$ cat src/rtl/bus_arbiter.sv
// Round-robin owner of the shared serial bus between two masters: grants the bus,
// receives a serial slave ID, holds the connection and inserts a dead cycle on handover.
module bus_arbiter #(
  parameter int SSEL_BITS = 2,
  parameter int TIMEOUT   = 1023
) (
  input  logic                 CLK,
  input  logic                 RST,
  input  logic                 M1_REQ,
  input  logic                 M1_SLAVE_ADDR,
  output logic                 M1_GRANT,
  output logic                 M1_ACK,
  input  logic                 M2_REQ,
  input  logic                 M2_SLAVE_ADDR,
  output logic                 M2_GRANT,
  output logic                 M2_ACK,
  output logic [1:0]           bus_grant,
  output logic [SSEL_BITS-1:0] slave_select,
  output logic                 ERR_INVALID,
  output logic                 ERR_TIMEOUT
);

  localparam logic [1:0] ST_IDLE    = 2'd0;
  localparam logic [1:0] ST_ADDR    = 2'd1;
  localparam logic [1:0] ST_CONNECT = 2'd2;
  localparam logic [1:0] ST_RELEASE = 2'd3;

  localparam int CNT_W = $clog2(SSEL_BITS) + 1;
  localparam int TMO_W = $clog2(TIMEOUT);
  localparam logic [CNT_W-1:0] LAST_BIT = CNT_W'(SSEL_BITS - 1);
  localparam logic [TMO_W-1:0] TMO_LAST = TMO_W'(TIMEOUT - 1);

  // owner / last_owner: 0 = Master 1, 1 = Master 2
  logic [1:0]           state, state_n;
  logic                 owner, owner_n;
  logic                 last_owner, last_owner_n;
  logic [CNT_W-1:0]     bit_cnt, bit_cnt_n;
  logic [TMO_W-1:0]     tmo_cnt, tmo_cnt_n;
  logic [SSEL_BITS-1:0] addr_shift, addr_shift_n;
  logic [SSEL_BITS-1:0] shift_next;
  logic                 owner_req, owner_bit, pick_m2;
  logic                 err_invalid_n, err_timeout_n;
  logic                 active_n, connect_n;

  assign owner_req  = owner ? M2_REQ : M1_REQ;
  assign owner_bit  = owner ? M2_SLAVE_ADDR : M1_SLAVE_ADDR;
  assign shift_next = SSEL_BITS'({addr_shift, owner_bit});
  // On a tie the master that was not served last wins
  assign pick_m2    = M2_REQ && (!M1_REQ || !last_owner);

  always_comb begin
    state_n       = state;
    owner_n       = owner;
    last_owner_n  = last_owner;
    bit_cnt_n     = bit_cnt;
    tmo_cnt_n     = tmo_cnt;
    addr_shift_n  = addr_shift;
    err_invalid_n = 1'b0;
    err_timeout_n = 1'b0;
    case (state)
      ST_IDLE: begin
        if (M1_REQ || M2_REQ) begin
          state_n      = ST_ADDR;
          owner_n      = pick_m2;
          bit_cnt_n    = '0;
          addr_shift_n = '0;
        end
      end
      ST_ADDR: begin
        if (!owner_req) begin
          state_n = ST_RELEASE;
        end else begin
          addr_shift_n = shift_next;
          bit_cnt_n    = bit_cnt + CNT_W'(1);
          if (bit_cnt == LAST_BIT) begin
            if (shift_next != '0) begin
              state_n   = ST_CONNECT;
              tmo_cnt_n = '0;
            end else begin
              state_n       = ST_RELEASE;
              err_invalid_n = 1'b1;
            end
          end
        end
      end
      ST_CONNECT: begin
        // A dropped request takes priority over a coincident timeout
        if (!owner_req) begin
          state_n = ST_RELEASE;
        end else if (tmo_cnt == TMO_LAST) begin
          state_n       = ST_RELEASE;
          err_timeout_n = 1'b1;
        end else begin
          tmo_cnt_n = tmo_cnt + TMO_W'(1);
        end
      end
      ST_RELEASE: begin
        state_n      = ST_IDLE;
        last_owner_n = owner;
      end
      default: state_n = ST_IDLE;
    endcase
  end

  assign connect_n = (state_n == ST_CONNECT);
  assign active_n  = (state_n == ST_ADDR) || connect_n;

  // Outputs are registered from the next state so the mux controls never glitch
  always_ff @(posedge CLK or negedge RST) begin
    if (!RST) begin
      state        <= ST_IDLE;
      owner        <= 1'b0;
      last_owner   <= 1'b1;
      bit_cnt      <= '0;
      tmo_cnt      <= '0;
      addr_shift   <= '0;
      bus_grant    <= 2'd0;
      slave_select <= '0;
      M1_GRANT     <= 1'b0;
      M2_GRANT     <= 1'b0;
      M1_ACK       <= 1'b0;
      M2_ACK       <= 1'b0;
      ERR_INVALID  <= 1'b0;
      ERR_TIMEOUT  <= 1'b0;
    end else begin
      state        <= state_n;
      owner        <= owner_n;
      last_owner   <= last_owner_n;
      bit_cnt      <= bit_cnt_n;
      tmo_cnt      <= tmo_cnt_n;
      addr_shift   <= addr_shift_n;
      bus_grant    <= active_n ? (owner_n ? 2'd2 : 2'd1) : 2'd0;
      slave_select <= connect_n ? addr_shift_n : '0;
      M1_GRANT     <= active_n && !owner_n;
      M2_GRANT     <= active_n && owner_n;
      M1_ACK       <= connect_n && !owner_n;
      M2_ACK       <= connect_n && owner_n;
      ERR_INVALID  <= err_invalid_n;
      ERR_TIMEOUT  <= err_timeout_n;
    end
  end

endmodule

$ cat config.mk
export PLATFORM = sky130hd
export DESIGN_NAME = bus_arbiter
export DESIGN_NICKNAME = d
export VERILOG_FILES = /design/src/rtl/bus_arbiter.sv
export SDC_FILE = /design/constraint.sdc
export NUM_CORES = 1
export LEC_CHECK = 0
export CAP_MARGIN = 20
export CORE_UTILIZATION = 45
export DETAILED_ROUTE_END_ITERATION = 7
export PLACE_DENSITY_LB_ADDON = 0.25
export SYNTH_ARGS = -nofsm -noshare
export SYNTH_HDL_FRONTEND = slang
export SYNTH_SLANG_ARGS = --single-unit
$ cat constraint.sdc
create_clock -name CLK -period 5.5 [get_ports CLK]
set_clock_uncertainty 0.15 [all_clocks]
set_input_delay 1.65 -clock CLK [delete_from_list [all_inputs] [get_ports CLK]]
set_output_delay 1.65 -clock CLK [all_outputs]
set_load 0.005 [all_outputs]
After elaboration in Yosys (flattened, before gate mapping)
Cells that the tools add are included.
{"block": "classes", "addsub": 2, "n_mux": 33, "n_eq_ne": 13, "n_reduce_logical": 17}
{"operator": "2-to-1 mux 10 bit", "count": 5}
{"operator": "2-to-1 mux 2 bit", "count": 12}
{"operator": "case mux 10 bit (2 select lines)", "count": 1}
{"operator": "2-to-1 mux 1 bit", "count": 12}
{"operator": "inequality test 2 bit, second input constant", "count": 6}
{"operator": "adder 10 x 1 -> 10 bit, second input constant", "count": 1}
{"operator": "equality test 10 bit, second input constant", "count": 1}
{"operator": "case mux 2 bit (2 select lines)", "count": 2}
{"operator": "case mux 2 bit (4 select lines)", "count": 1}
{"operator": "equality test 2 x 1 -> 1 bit, second input constant", "count": 3}
{"operator": "equality test 2 bit, second input constant", "count": 3}
{"operator": "AND reduction 6 bit", "count": 1}
{"operator": "nonzero test 2 bit", "count": 3}
{"operator": "logical AND 1 bit", "count": 5}
{"operator": "zero test 1 bit", "count": 3}
{"operator": "logical OR 1 bit", "count": 3}
{"operator": "AND reduction 3 bit", "count": 1}
{"operator": "adder 2 x 1 -> 2 bit, second input constant", "count": 1}
{"operator": "zero test 2 bit", "count": 1}
{"block": "word_totals", "out_inout_bits": 10, "input_bits": 6, "regBits": 28, "elab_cells": 79}

Depth between registers and ports, before layout
{"block": "depth", "word_depth": 9, "ltp_mapped": 7, "ltp_nobuf": 7}

Least setup slack after synthesis
No wires, ideal clock.
{"block": "synth_path", "path_kind": "input port to flip-flop", "start": "input M2_SLAVE_ADDR", "end": "register M2_GRANT", "path_buffers": 0, "stages": 6, "setup_slack_ps": 2543, "arrival_time_ps": 2734, "path_cell_list": "mux2_2 -> or2_1 -> nand4_1 -> a32oi_1 -> ha_1 -> nor2b_1"}
{"block": "synth_via", "elab_chain_cells": 9}
{"item": "from (decl)", "line": "14", "source": "input logic M2_SLAVE_ADDR,"}
{"item": "2-to-1 mux 1 bit (*)", "line": "46", "source": "assign owner_bit = owner ? M2_SLAVE_ADDR : M1_SLAVE_ADDR;"}
{"item": "nonzero test 2 bit (*)", "line": "76", "source": "if (shift_next != '0) begin"}
{"item": "2-to-1 mux 1 bit (*)", "line": "76"}
{"item": "2-to-1 mux 2 bit (*)", "line": "75", "source": "if (bit_cnt == LAST_BIT) begin"}
{"item": "2-to-1 mux 2 bit (*)", "line": "70", "source": "if (!owner_req) begin"}
{"item": "case mux 2 bit (4 select lines) (*)", "line": "60", "source": "case (state)"}
{"item": "equality test 2 x 1 -> 1 bit / equality test 2 bit (equally long branches)", "line": "106, 105"}
{"item": "logical OR 1 bit (*)", "line": "106", "source": "assign active_n = (state_n == ST_ADDR) || connect_n;"}
{"item": "logical AND 1 bit (*)", "line": "135", "source": "M2_GRANT <= active_n && owner_n;"}
{"item": "to (signal assigned)", "line": "135"}
{"item": "to (decl)", "line": "15", "source": "output logic M2_GRANT,"}
Every way passes the cells marked *; elsewhere a longest branch is shown, timed or not.
A chain may end at the register's enable or synchronous reset.

Worst setup path in the final report
{"block": "layout_path", "start": "input M1_REQ", "end": "register M2_GRANT"}
{"block": "layout_via", "elab_chain_cells": 6}
{"item": "from (decl)", "line": "9", "source": "input logic M1_REQ,"}
{"item": "2-to-1 mux 1 bit (tied with other cells)", "line": "45", "source": "assign owner_req = owner ? M2_REQ : M1_REQ;"}
{"item": "2-to-1 mux 2 bit (tied with other cells)", "line": "88", "source": "if (!owner_req) begin"}
{"item": "case mux 2 bit (4 select lines) / logical AND 1 bit (equally long branches)", "line": "60, 49"}
{"item": "equality test 2 x 1 -> 1 bit (tied with other cells)", "line": "106"}
{"item": "logical OR 1 bit / 2-to-1 mux 1 bit (equally long branches)", "line": "106, 60"}
{"item": "logical AND 1 bit (*)", "line": "135"}
Marked as above.

==> flow_summary.toml <==
[yosys]
synth_common_cells = "25 x dfrtp_1, 13 x nand2_1, 8 x a21oi_1"
synth_top_family_by_area = "compound AO/OA/AOI/OAI gates"
syn_area_sq_mm = 0.00129
synth_xor_area_frac = 0
synth_compound_area_frac = 0.201
ys_async_sr_fraction = 1.00
synth_fa_ha_area_frac = 0.0388
synth_top_area_share = 0.485
synthMuxAreaShare = 0.0447
synth.net_count = 130
yosys.area.top_type = "dfrtp_1"
syn_inst = 120
synth-seq-cells = 26
ys_types = 39
synth_area_leaders = "dfrtp_1 49%, ha_1 3.9%, nand2_1 3.8%"
ys_warn_count = 0
ys_seq_area_frac = 0.506
synth-edff-count = 0
synth_most_common_cell = "dfrtp_1"
synth_simple_gate_area_frac = 0.183
ys.flop_type = "dfrtp_1"
avgSynthCellArea_sq_um = 10.7

[power]
switching_power_uw = 243
swShare = 0.347
ir_drop_mv = 0.308
p_int_uw = 456
power_frac_comb = 0.391
p_leak_nw = 0.674
powerDensity_mw_per_mm2 = 455
seq_power_share = 0.423
power.total_uw = 699
pwr-share-clk = 0.185

[place]
gp_congestion = 0.844
post-dp-hpwl_um = 1860
place_ws_ps = 1930
port_buffers = 15
placedCellCount = 164
postPlaceCellArea_sq_mm = 0.00149

[clock_tree]
clock-sinks = 26
numCtsBuffers = 3
htreeDepth = 1
post_cts_buffers = 0
clk-insertion-delay-late_ps = 310
clk_pin_slew_ps = 140
clock_path_buffers = 2
post_cts_resized = 0
postCtsHoldBufs = 0
root_buffer = "clkbuf_4"
tritoncts = "built"

[global_routing]
grt_max_degree = 20
grt_antenna_before_repair = 0
grt_usage = 0.171
grt_pass1_wl_um = 4280
overflow = 0
grt_pass1_vias = 919

[die]
rows = 19
start_util = 0.471
chipHeight_um = 55.5
die_area_sq_mm = 0.00308
num_io_pins = 16
die_w_um = 55.5
core_sq_mm = 0.00273

[setup_path]
required_ps = 5600
r2r_start = "state[1]"
worstPathArrival_ps = 3350
crit_path_end_kind = "flop"
worst_r2r_endpoint = "tmo_cnt[7]"
regToRegSetupSlack_ps = 3390
crit_fanout = 9
path_class = "input pin to flop"
critPathLaunchType = "input pin"
rr_worst_depth = 4

[hold_path]
min_to = "bit_cnt[0]"
min_from = "bit_cnt[0]"
hp-class = "flop to flop"
min_delay_path_depth = 1

[finish]
fin_nets = 148
area_delta_synth_final_pct = 19.3
diodes = 0
fin_util = 0.562
fin_cells = 168
fin_area_sq_mm = 0.00154
drive_above_1_share = 0.0949

[timing]
layout_setup_ws_ps = 2250
tightestPinTransition_ps = 812
finalCritPeriodShare = 0.591
layout_min_cycle_time_ps = 3250
timing.fmax_mhz = 308
finalHoldViolCount = 0
grt_setup_unrepaired = "no"
finalSetupTns_ps = 0
holdWs_ps = 342
final-max-slew-violation-count = 0
slew-limit-headroom = 0.457
setup_viol = 0

[drt]
drt-vias-per-instance = 5.74
firstDrtPassIters = 5
routed_wl_um = 2460
drt_iter0_markers = 23
avgRoutedWirePerCell_um = 14.7
drc_errors = 0
ant_nets = 0
dr_total_vias = 965

[outcome]
status = "finished clean"

[flow_run]
max_cap_viol_count = 0
==> placed cells by master (no fill, tap or decap), types with 3 or more instances in the layout <==
cell type,count
dfrtp_1,25
and3_1,3
and2_1,4
nand3_1,4
clkdlybuf4s50_1,15
nor2b_1,4
a21oi_1,8
ha_1,4
inv_1,4
a31oi_1,5
clkbuf_4,3
nand2_1,13
o21ai_0,5
nor2_1,7
==> worst max-delay path by stage <==
stage / startpoint / depth (start not counted) / to
global placement: M1_REQ / 6 / M2_GRANT
floorplan: M2_SLAVE_ADDR / 6 / M2_GRANT
detailed placement: M1_REQ / 6 / slave_select[1]
global route: M1_REQ / 6 / M2_GRANT
CTS: M1_REQ / 6 / M2_GRANT
finish: M1_REQ / 6 / M2_GRANT
==> per-layer routing <==
layer,global-route usage,up-vias,routed length [um]
met5,0,-,0
met2,0.270,14,1180
met1,0.246,473,1190
met4,0.0464,0,34
met3,0.0281,4,61
li1,-,474,-
==> layout make-up <==
cell class / count / area (sq um)
Timing Repair Buffer: 16 / 178
Multi-Input combinational cell: 87 / 602
Inverter: 4 / 15.0
Clock buffer: 3 / 22.5
Sequential cell: 26 / 652
Fill cell: 242 / 1200
Tap cell: 31 / 38.8
Clock inverter: 1 / 30.0
==> worst max-delay path, cell delays in order <==
cell             delay (ps)
clkdlybuf4s50_1         480
mux2_4                  360
o21ai_0                 230
a32oi_1                 140
ha_1                    370
nor2b_1                 110
==> sequential cells by signal, summed over array words and instances, names as in the netlist <==
signal / count
ERR_INVALID: 1
ERR_TIMEOUT: 1
M1_ACK: 1
M2_ACK: 1
M2_GRANT: 1
addr_shift: 2
bit_cnt: 2
bus_grant: 1
last_owner: 1
owner: 1
slave_select: 2
state: 2
tmo_cnt: 10
==> cell families (layout without fill, tap and decap cells) <==
| group | count (synthesis) | count (layout) |
|---|---|---|
| buf+inv | 7 | 24 |
| compound gates | 34 | 34 |
| fa+ha+maj | 4 | 4 |
| simple gates | 44 | 44 |
| mux | 5 | 5 |
| flops | 26 | 26 |
==> power groups by stage <==
stage | combinational, mW | sequential, mW | clock, mW
after floorplan | 0.189 | 0.291 | 0
after global placement | 0.263 | 0.296 | 0
after detailed placement | 0.272 | 0.299 | 0
after CTS | 0.274 | 0.295 | 0.132
after global routing | 0.308 | 0.305 | 0.139
final | 0.274 | 0.296 | 0.130
Note: power is estimated with default switching activity, not from simulation.
